==> src/rtl/snake_pkg.sv <==
// snake_pkg: types and constants shared by the snake game, the food logic and
// the seed generator.
//   seed_state_t  : seed generator FSM states
//   SEED_W        : width of one board coordinate (cells 0..31)
//   LFSR_MASK     : Galois feedback mask for x^16+x^14+x^13+x^11
//   BOARD_*_CELLS : default playfield size in cells
package snake_pkg;

  localparam int          SEED_W        = 5;
  localparam logic [15:0] LFSR_MASK     = 16'hB400;
  localparam int          BOARD_W_CELLS = 24;
  localparam int          BOARD_H_CELLS = 18;

  typedef enum logic [2:0] {
    IDLE,
    GEN_X,
    GEN_Y,
    ISSUE,
    COOL
  } seed_state_t;

endpackage

==> src/rtl/seed_gen_lfsr16.sv <==
// lfsr16: free-running 16-bit Galois LFSR (right-shifting, feedback mask
// LFSR_MASK). It advances on every clock out of reset and never reaches zero
// when INIT is nonzero.
//   clk : system clock
//   rst : synchronous active-high reset, loads INIT
//   q   : current LFSR state
module lfsr16
  import snake_pkg::*;
#(
  parameter logic [15:0] INIT = 16'hACE1
) (
  input  logic        clk,
  input  logic        rst,
  output logic [15:0] q
);

  logic [15:0] q_reg;
  logic [15:0] q_next;

  // Each bit takes its upper neighbour, XORed with the bit shifted out of the
  // bottom wherever the mask has a tap. The top bit has no upper neighbour.
  genvar gi;
  generate
    for (gi = 0; gi < 16; gi++) begin : g_bit
      if (gi == 15) begin : g_top
        assign q_next[gi] = LFSR_MASK[gi] & q_reg[0];
      end else begin : g_mid
        assign q_next[gi] = q_reg[gi+1] ^ (LFSR_MASK[gi] & q_reg[0]);
      end
    end
  endgenerate

  always_ff @(posedge clk) begin
    if (rst) begin
      q_reg <= INIT;
    end else begin
      q_reg <= q_next;
    end
  end

  assign q = q_reg;

endmodule

==> src/rtl/seed_gen.sv <==
// seed_gen: produces an in-bounds random (x, y) seed for food/spawn placement
// on a local start request and arbitrates the master/slave role against a
// start arriving from the remote board.
//   clk          : system clock
//   rst          : synchronous active-high reset
//   start_req    : debounced local start level, acted on at its rising edge
//   remote_start : remote seed received flag, acted on at its rising edge
//   seed_rdy     : one-cycle pulse, seed valid for transmission
//   seed_x/y     : seed coordinates, held until the next issue
//   local_start  : one-cycle pulse coincident with seed_rdy
//   is_master    : 1 when this board generated the last seed
//   busy         : high while generating, issuing or cooling down
module seed_gen
  import snake_pkg::*;
#(
  parameter int          BOARD_W   = BOARD_W_CELLS,
  parameter int          BOARD_H   = BOARD_H_CELLS,
  parameter logic [15:0] LFSR_INIT = 16'hACE1,
  parameter int          MAX_RETRY = 4,
  parameter int          COOLDOWN  = 1024
) (
  input  logic              clk,
  input  logic              rst,
  input  logic              start_req,
  input  logic              remote_start,
  output logic              seed_rdy,
  output logic [SEED_W-1:0] seed_x,
  output logic [SEED_W-1:0] seed_y,
  output logic              local_start,
  output logic              is_master,
  output logic              busy
);

  localparam int RW = (MAX_RETRY > 1) ? $clog2(MAX_RETRY) : 1;
  localparam int CW = (COOLDOWN > 1) ? $clog2(COOLDOWN) : 1;

  localparam logic [SEED_W:0]   W_EXT = (SEED_W + 1)'(BOARD_W);
  localparam logic [SEED_W:0]   H_EXT = (SEED_W + 1)'(BOARD_H);
  localparam logic [SEED_W-1:0] W_LO  = SEED_W'(BOARD_W);
  localparam logic [SEED_W-1:0] H_LO  = SEED_W'(BOARD_H);

  seed_state_t       state_reg, state_next;
  logic [RW-1:0]     retry_reg, retry_next;
  logic [CW-1:0]     cool_reg, cool_next;
  logic [SEED_W-1:0] seed_x_reg, seed_x_next;
  logic [SEED_W-1:0] seed_y_reg, seed_y_next;
  logic              is_master_reg, is_master_next;
  logic              seed_rdy_reg;
  logic              local_start_reg;
  logic              busy_reg;

  // Edge detectors hold "input was low last cycle". Clearing them on reset
  // means a level held high through reset is not mistaken for a new press.
  logic start_low_reg;
  logic remote_low_reg;
  logic start_rise;
  logic remote_rise;

  logic [15:0]       lfsr;
  logic              lfsr_unused;
  logic [SEED_W-1:0] cand;
  logic              cand_in_w;
  logic              cand_in_h;
  logic              retry_last;

  lfsr16 #(
    .INIT (LFSR_INIT)
  ) u_lfsr (
    .clk (clk),
    .rst (rst),
    .q   (lfsr)
  );

  assign cand        = lfsr[SEED_W-1:0];
  assign lfsr_unused = ^lfsr[15:SEED_W];
  assign cand_in_w   = ({1'b0, cand} < W_EXT);
  assign cand_in_h   = ({1'b0, cand} < H_EXT);
  assign retry_last  = (retry_reg == RW'(MAX_RETRY - 1));

  assign start_rise  = start_req & start_low_reg;
  assign remote_rise = remote_start & remote_low_reg;

  always_comb begin
    state_next     = state_reg;
    retry_next     = retry_reg;
    cool_next      = cool_reg;
    seed_x_next    = seed_x_reg;
    seed_y_next    = seed_y_reg;
    is_master_next = is_master_reg;
    case (state_reg)
      IDLE: begin
        // Remote start takes priority: the other board is already master.
        if (remote_rise) begin
          is_master_next = 1'b0;
        end else if (start_rise) begin
          retry_next = '0;
          state_next = GEN_X;
        end
      end
      GEN_X: begin
        if (remote_rise) begin
          is_master_next = 1'b0;
          state_next     = IDLE;
        end else if (cand_in_w) begin
          seed_x_next = cand;
          retry_next  = '0;
          state_next  = GEN_Y;
        end else if (retry_last) begin
          // Out of retries: fold the candidate back into range. Since the
          // board is at least 16 wide, cand - BOARD_W always lands inside it.
          seed_x_next = cand - W_LO;
          retry_next  = '0;
          state_next  = GEN_Y;
        end else begin
          retry_next = retry_reg + RW'(1);
        end
      end
      GEN_Y: begin
        if (remote_rise) begin
          is_master_next = 1'b0;
          state_next     = IDLE;
        end else if (cand_in_h) begin
          seed_y_next = cand;
          retry_next  = '0;
          state_next  = ISSUE;
        end else if (retry_last) begin
          seed_y_next = cand - H_LO;
          retry_next  = '0;
          state_next  = ISSUE;
        end else begin
          retry_next = retry_reg + RW'(1);
        end
      end
      ISSUE: begin
        // A remote start arriving now is ignored so the issue completes.
        is_master_next = 1'b1;
        cool_next      = CW'(COOLDOWN - 1);
        state_next     = COOL;
      end
      COOL: begin
        if (remote_rise) begin
          is_master_next = 1'b0;
          state_next     = IDLE;
        end else if (cool_reg == '0) begin
          state_next = IDLE;
        end else begin
          cool_next = cool_reg - CW'(1);
        end
      end
      default: begin
        state_next = IDLE;
      end
    endcase
  end

  always_ff @(posedge clk) begin
    if (rst) begin
      state_reg       <= IDLE;
      retry_reg       <= '0;
      cool_reg        <= '0;
      seed_x_reg      <= '0;
      seed_y_reg      <= '0;
      is_master_reg   <= 1'b0;
      seed_rdy_reg    <= 1'b0;
      local_start_reg <= 1'b0;
      busy_reg        <= 1'b0;
      start_low_reg   <= 1'b0;
      remote_low_reg  <= 1'b0;
    end else begin
      state_reg       <= state_next;
      retry_reg       <= retry_next;
      cool_reg        <= cool_next;
      seed_x_reg      <= seed_x_next;
      seed_y_reg      <= seed_y_next;
      is_master_reg   <= is_master_next;
      // ISSUE lasts exactly one cycle, so these are single-cycle pulses
      // that line up with is_master rising.
      seed_rdy_reg    <= (state_reg == ISSUE);
      local_start_reg <= (state_reg == ISSUE);
      busy_reg        <= (state_next != IDLE);
      start_low_reg   <= ~start_req;
      remote_low_reg  <= ~remote_start;
    end
  end

  assign seed_rdy    = seed_rdy_reg;
  assign local_start = local_start_reg;
  assign seed_x      = seed_x_reg;
  assign seed_y      = seed_y_reg;
  assign is_master   = is_master_reg;
  assign busy        = busy_reg;

endmodule
==> config.mk <==
export PLATFORM = sky130hd
export DESIGN_NAME = seed_gen
export DESIGN_NICKNAME = d
export VERILOG_FILES = /design/src/rtl/snake_pkg.sv /design/src/rtl/seed_gen_lfsr16.sv /design/src/rtl/seed_gen.sv
export SDC_FILE = /design/constraint.sdc
export NUM_CORES = 1
export LEC_CHECK = 0
export ABC_AREA = 1
export ABC_CLOCK_PERIOD_IN_PS = 2410
export BUFFER_PORTS_ARGS = -buffer_cell sky130_fd_sc_hd__buf_2
export CAP_MARGIN = 20
export CORE_ASPECT_RATIO = 2
export CORE_MARGIN = 4
export CORE_UTILIZATION = 60
export CTS_CLUSTER_SIZE = 40
export DETAILED_ROUTE_END_ITERATION = 8
export PLACE_DENSITY = 0.8
export SYNTH_ARGS = -nofsm -noshare
export SYNTH_HDL_FRONTEND = slang
export SYNTH_SLANG_ARGS = --single-unit
==> constraint.sdc <==
create_clock -name clk -period 2.41 [get_ports clk]
set_input_delay 0.1205 -clock clk [delete_from_list [all_inputs] [get_ports clk]]
set_output_delay 0.1205 -clock clk [all_outputs]
set_load 0.05 [all_outputs]
Yosys cells after proc, flatten, opt, wreduce, memory -nomap -nowiden
Index checks and enable logic that the tools add are counted.
{"block": "classes", "mux": 28, "n_addsub": 4, "n_lt_le_gt_ge": 2, "n_eq_ne": 12, "reduce_logical": 14, "bitwise": 8}
{"cell": "3-bit 2-to-1 mux", "count": 10}
{"cell": "10-bit 2-to-1 mux", "count": 2}
{"cell": "5-bit 2-to-1 mux", "count": 4}
{"cell": "10-bit one-hot mux with 2 select lines", "count": 1}
{"cell": "3-bit one-hot mux with 5 select lines", "count": 1}
{"cell": "2-bit 2-to-1 mux", "count": 7}
{"cell": "2-bit != test (second input constant)", "count": 6}
{"cell": "10-bit zero test", "count": 1}
{"cell": "5-bit < comparator (second input constant)", "count": 2}
{"cell": "10-bit by 1-bit subtractor with 10-bit output (second input constant)", "count": 1}
{"cell": "5-bit subtractor (second input constant)", "count": 2}
{"cell": "3-bit AND reduction", "count": 3}
{"cell": "2-bit nonzero test", "count": 4}
{"cell": "3-bit by 2-bit equality test with 1-bit output (second input constant)", "count": 2}
{"cell": "2-bit one-hot mux with 3 select lines", "count": 1}
{"cell": "3-bit nonzero test", "count": 2}
{"cell": "5-bit AND reduction", "count": 1}
{"cell": "4-bit OR reduction", "count": 1}
{"cell": "3-bit by 1-bit equality test with 1-bit output (second input constant)", "count": 1}
{"cell": "3-bit equality test (second input constant)", "count": 1}
{"cell": "3-bit zero test", "count": 1}
{"cell": "1-bit NOT", "count": 3}
{"cell": "1-bit bitwise XOR", "count": 3}
{"cell": "2-bit by 1-bit adder with 2-bit output (second input constant)", "count": 1}
{"cell": "other kinds (6)", "count": 7}
{"block": "word_totals", "output_inout_bits": 14, "ff_bits": 46, "inputBits": 4, "word_cells": 79}

Depth between registers and ports, before layout
{"block": "depth", "depth_word": 6, "depth_mapped": 11, "ltp_nobuf": 11}

Cells and area by module
From an unflattened synthesis, not the netlist that was laid out.
{"block": "unflattened", "hier_cells": 284, "hier_area_um2": 2117.0}
{"module": "seed_gen", "n_inst": 1, "area_each_um2": 1545.2, "cells_per_inst": 220}
{"module": "lfsr16", "n_inst": 1, "area_each_um2": 571.8, "cells_per_inst": 64}

Worst setup path after synthesis
Ideal clock, no wire load.
{"block": "synth_timing", "kind": "reg-to-reg", "from": "register cool_reg[0]", "to": "register cool_reg[3]", "n_path_buf": 1, "path_stages_with_launch": 12, "synth_period_minus_slack_ns": 1.413, "path_slack_ns": 0.997, "setup_time_ns": 0.066, "t_arrival_ns": 1.347, "path_cell_list": "dfxtp_1 > inv_1 > ha_1 > nand2_2 > nor2_2 > nand2_2 > nand2_4 > nand2_8 > nand2_8 > buf_12 > nand2_1 > a21oi_2"}
{"block": "synth_between", "elab_chain_len": 4}
{"item": "start: declaration", "line_no": "seed_gen.sv:44", "source": "logic [CW-1:0] cool_reg, cool_next;"}
{"item": "start signal: assignment", "line_no": "seed_gen.sv:172", "source": "cool_reg <= cool_next;"}
{"item": "10-bit by 1-bit subtractor with 10-bit output", "line_no": "seed_gen.sv:147", "source": "cool_next = cool_reg - CW'(1);"}
{"item": "10-bit 2-to-1 mux", "line_no": "seed_gen.sv:144", "source": "end else if (cool_reg == '0) begin"}
{"item": "10-bit 2-to-1 mux", "line_no": "seed_gen.sv:141", "source": "if (remote_rise) begin"}
{"item": "10-bit one-hot mux with 2 select lines", "line_no": "seed_gen.sv:90", "source": "case (state_reg)"}
Parallel ways exist; a longest one is shown, timed or not. The select of a mux whose other input is x is not followed.
A chain may end at the register's enable or synchronous reset.

Worst setup path after layout
{"block": "layout_timing", "from": "register u_lfsr.q_reg[1] (netlist: u_lfsr.q[1])", "to": "register seed_y_reg[2] (netlist: seed_y[2])"}
{"block": "layout_between", "elab_chain_len": 3}
{"item": "start: declaration", "line_no": "seed_gen_lfsr16.sv:17", "source": "logic [15:0] q_reg;"}
{"item": "start signal: assignment", "line_no": "seed_gen_lfsr16.sv:37", "source": "q_reg <= q_next;"}
{"item": "5-bit subtractor or 5-bit < comparator (tied branches)", "line_no": "seed_gen.sv:127, seed_gen.sv:77"}
{"item": "5-bit 2-to-1 mux or 2-bit nonzero test (tied branches)"}
{"item": "5-bit 2-to-1 mux or 3-bit AND reduction (tied branches)"}
{"item": "end signal: assignment", "line_no": "seed_gen.sv:174", "source": "seed_y_reg <= seed_y_next;"}
{"item": "end: declaration", "line_no": "seed_gen.sv:46", "source": "logic [SEED_W-1:0] seed_y_reg, seed_y_next;"}
Parallel ways exist; a longest one is shown, timed or not. The select of a mux whose other input is x is not followed.

==> impl_metrics.toml <==
[run_status]
status = "complete, no violations"

[finish]
fin_cells = 305
utilization = 0.685
antenna_cells = 0
drive_gt1_frac = 0.208
fin_nets = 280
largest_reg_flops = 16
area_growth_pct = 8.59
final_common_cell = "dfxtp_1"
fillers = 268
final_cell_mix = "dfxtp_1, nand2_1, nor2_1, inv_1, nand3_1"

[detailed_routing]
vias = 1637
post_drt_via_cell_ratio = 5.37
route.detailed.drc = 0
dr.pass1.iters = 4
wl_um = 3840
ant_nets = 0
drt_iter0_drc = 43
wl_per_cell_um = 12.6

[synthesis]
synth.distinct_cells = 30
post_synth_main_area_contributors = "dfxtp_1, nand2_1, nor2_1"
syn_area_mm2 = 0.00204
synth_area_leader_cell = "dfxtp_1"
synthCells = 256
yosysWarnings = 0
yosysTopAreaCellShare = 0.452
ys_seq_area_frac = 0.452
ys_seq_elements = 46
synth_nets = 263
syn-mean-instance-area_um2 = 7.96

[worst_setup_path]
critPathKind = "reg -> reg"
slowest_stage = "dfxtp_1"
crit_chain = "inv_1 > ha_1 > nand2_1 > nand2_1 > nor2_1 > nor2_4 > inv_1 > a211oi_1 > nor2_1"
r2r_slack_ps = 800
slowest_delay_ps = 340
cp_top_family = "simple AND/OR/NAND/NOR gates"
start_kind = "flop"
cp-end-kind = "flop"
crit_fanout = 9
worst_ep_arrival_time_ps = 1800
critPathBufInv = 2
critPathRequiredTime_ps = 2610

[clocking]
cts-root-buf = "clkbuf_8"
clockBufferDepth = 2
cts_tree = "built"
cts_htree_levels = 2
cts_setup_buffers = 0
clock_latency_ps = 300
cts.sinks = 46
clk_pin_slew_worst_paths_ps = 90
cts_resized = 0
ctsHoldBuffers = 1
cts_made_buffers = 5

[timing]
max_slew_margin = 0.563
setup_viol_count_final = 0
finalSetupTns_ps = 0
fin_ws_ps = 804
hold_viol = 0
skew_ps = 6.04
max_freq_mhz = 623
fin_crit_ps = 1610
tightest_slew_ps = 656
final-max-slew-violation-count = 0
finalCritPeriodShare = 0.667
rsz0062_at_grt = "no"

[die]
core.rowCount = 29
die-area_mm2 = 0.00445
die_y_um = 90.4
chipWidth_um = 49.2
initial_core_util = 0.631
ios = 18
core_mm2 = 0.00323

[power_and_ir_drop]
power_uw = 1510
power_leakage_uw = 0.00103
p_per_area_mw_per_mm2 = 683
ir_worst_vdd_mv = 0.591

[global_route]
grt_pass1_wl_um = 6710
grtUsageTotal = 0.191
grt_antenna_before_repair = 0
grt_pass1_vias = 1552
grt_max_degree = 35
grt-ovfl-total = 0

[place]
hpwlAfterDp_um = 2760
gp_congestion = 0.821
place_ws_ps = 819
dp.cells = 296
port_buffers = 17

[hold_path]
hold_path.class = "in -> reg"

[run]
drv_cap = 0
-- path summary, 6_finish.rpt --
kind          startpoint  cells past startpoint            end
max          u_lfsr.q[1]                      9      seed_y[2]
min            start_req                      2  start_low_reg
max reg2reg  u_lfsr.q[1]                      9      seed_y[2]
min reg2reg  u_lfsr.q[9]                      2    u_lfsr.q[8]
-- through the flow --
step / hold WS, ps / instance area (um2)
floorplan: 193 / 2040
global placement: 300 / 2090
detailed placement: 298 / 2090
CTS: 3.44 / 2210
global route: 10.5 / 2210
finish: 10.0 / 2210
-- synth_stat cells --
cell        n
xnor2_1     2
o21ai_0    13
nor3_1      4
o2111ai_1   1
buf_6       1
a22oi_1     1
dfxtp_1    46
nand3b_1    2
nand2_2     7
nor2_1     38
ha_1        3
nand2_1    39
buf_4       2
or2_2       7
nand3_1    21
xor2_1      1
buf_12      1
a21oi_1    15
nand2_8     3
nand2_4     1
nor2_4      2
a31o_2      1
clkbuf_1    3
clkbuf_8    1
inv_1      27
a211oi_1    2
nand4_1     1
inv_2       2
a21oi_2     8
nor2_2      1
-- cell families after synthesis --
| family | Yosys count | share of synthesized area |
|---|---|---|
| XOR/XNOR | 3 | 0.0129 |
| adder cells (fa/ha/maj) | 3 | 0.0184 |
| flip-flops | 46 | 0.452 |
| buffers and inverters | 37 | 0.0884 |
| AO/OA/AOI/OAI | 41 | 0.123 |
| AND/OR/NAND/NOR | 126 | 0.306 |
-- metal layers --
layer  wire [um]  part of all wire  vias to the layer above  GRT usage
met2        2160              0.56                       20      0.362
met4          74             0.019                        0     0.0831
li1            -                 -                      850          -
met3         111             0.029                        8     0.0380
met5           0                 0                        -          0
met1        1490              0.39                      759      0.191
-- layout make-up --
class | instances | area, um2 | share of cell area
tap | 31 | 38.8 | 0.0175
clock inverter | 3 | 43.8 | 0.0198
timing repair buffer | 18 | 95.1 | 0.0430
multi-input combinational | 173 | 937 | 0.423
inverter | 29 | 109 | 0.0492
sequential | 46 | 921 | 0.416
clock buffer | 5 | 68.8 | 0.0311
-- power breakdown --
part	switching [uW]	total, uW	internal, uW
Clock	262	572	311
Sequential	17.2	809	792
Combinational	90.0	129	39.3
Total	369	1510	1140
Note: power is estimated with default switching activity, not from simulation.
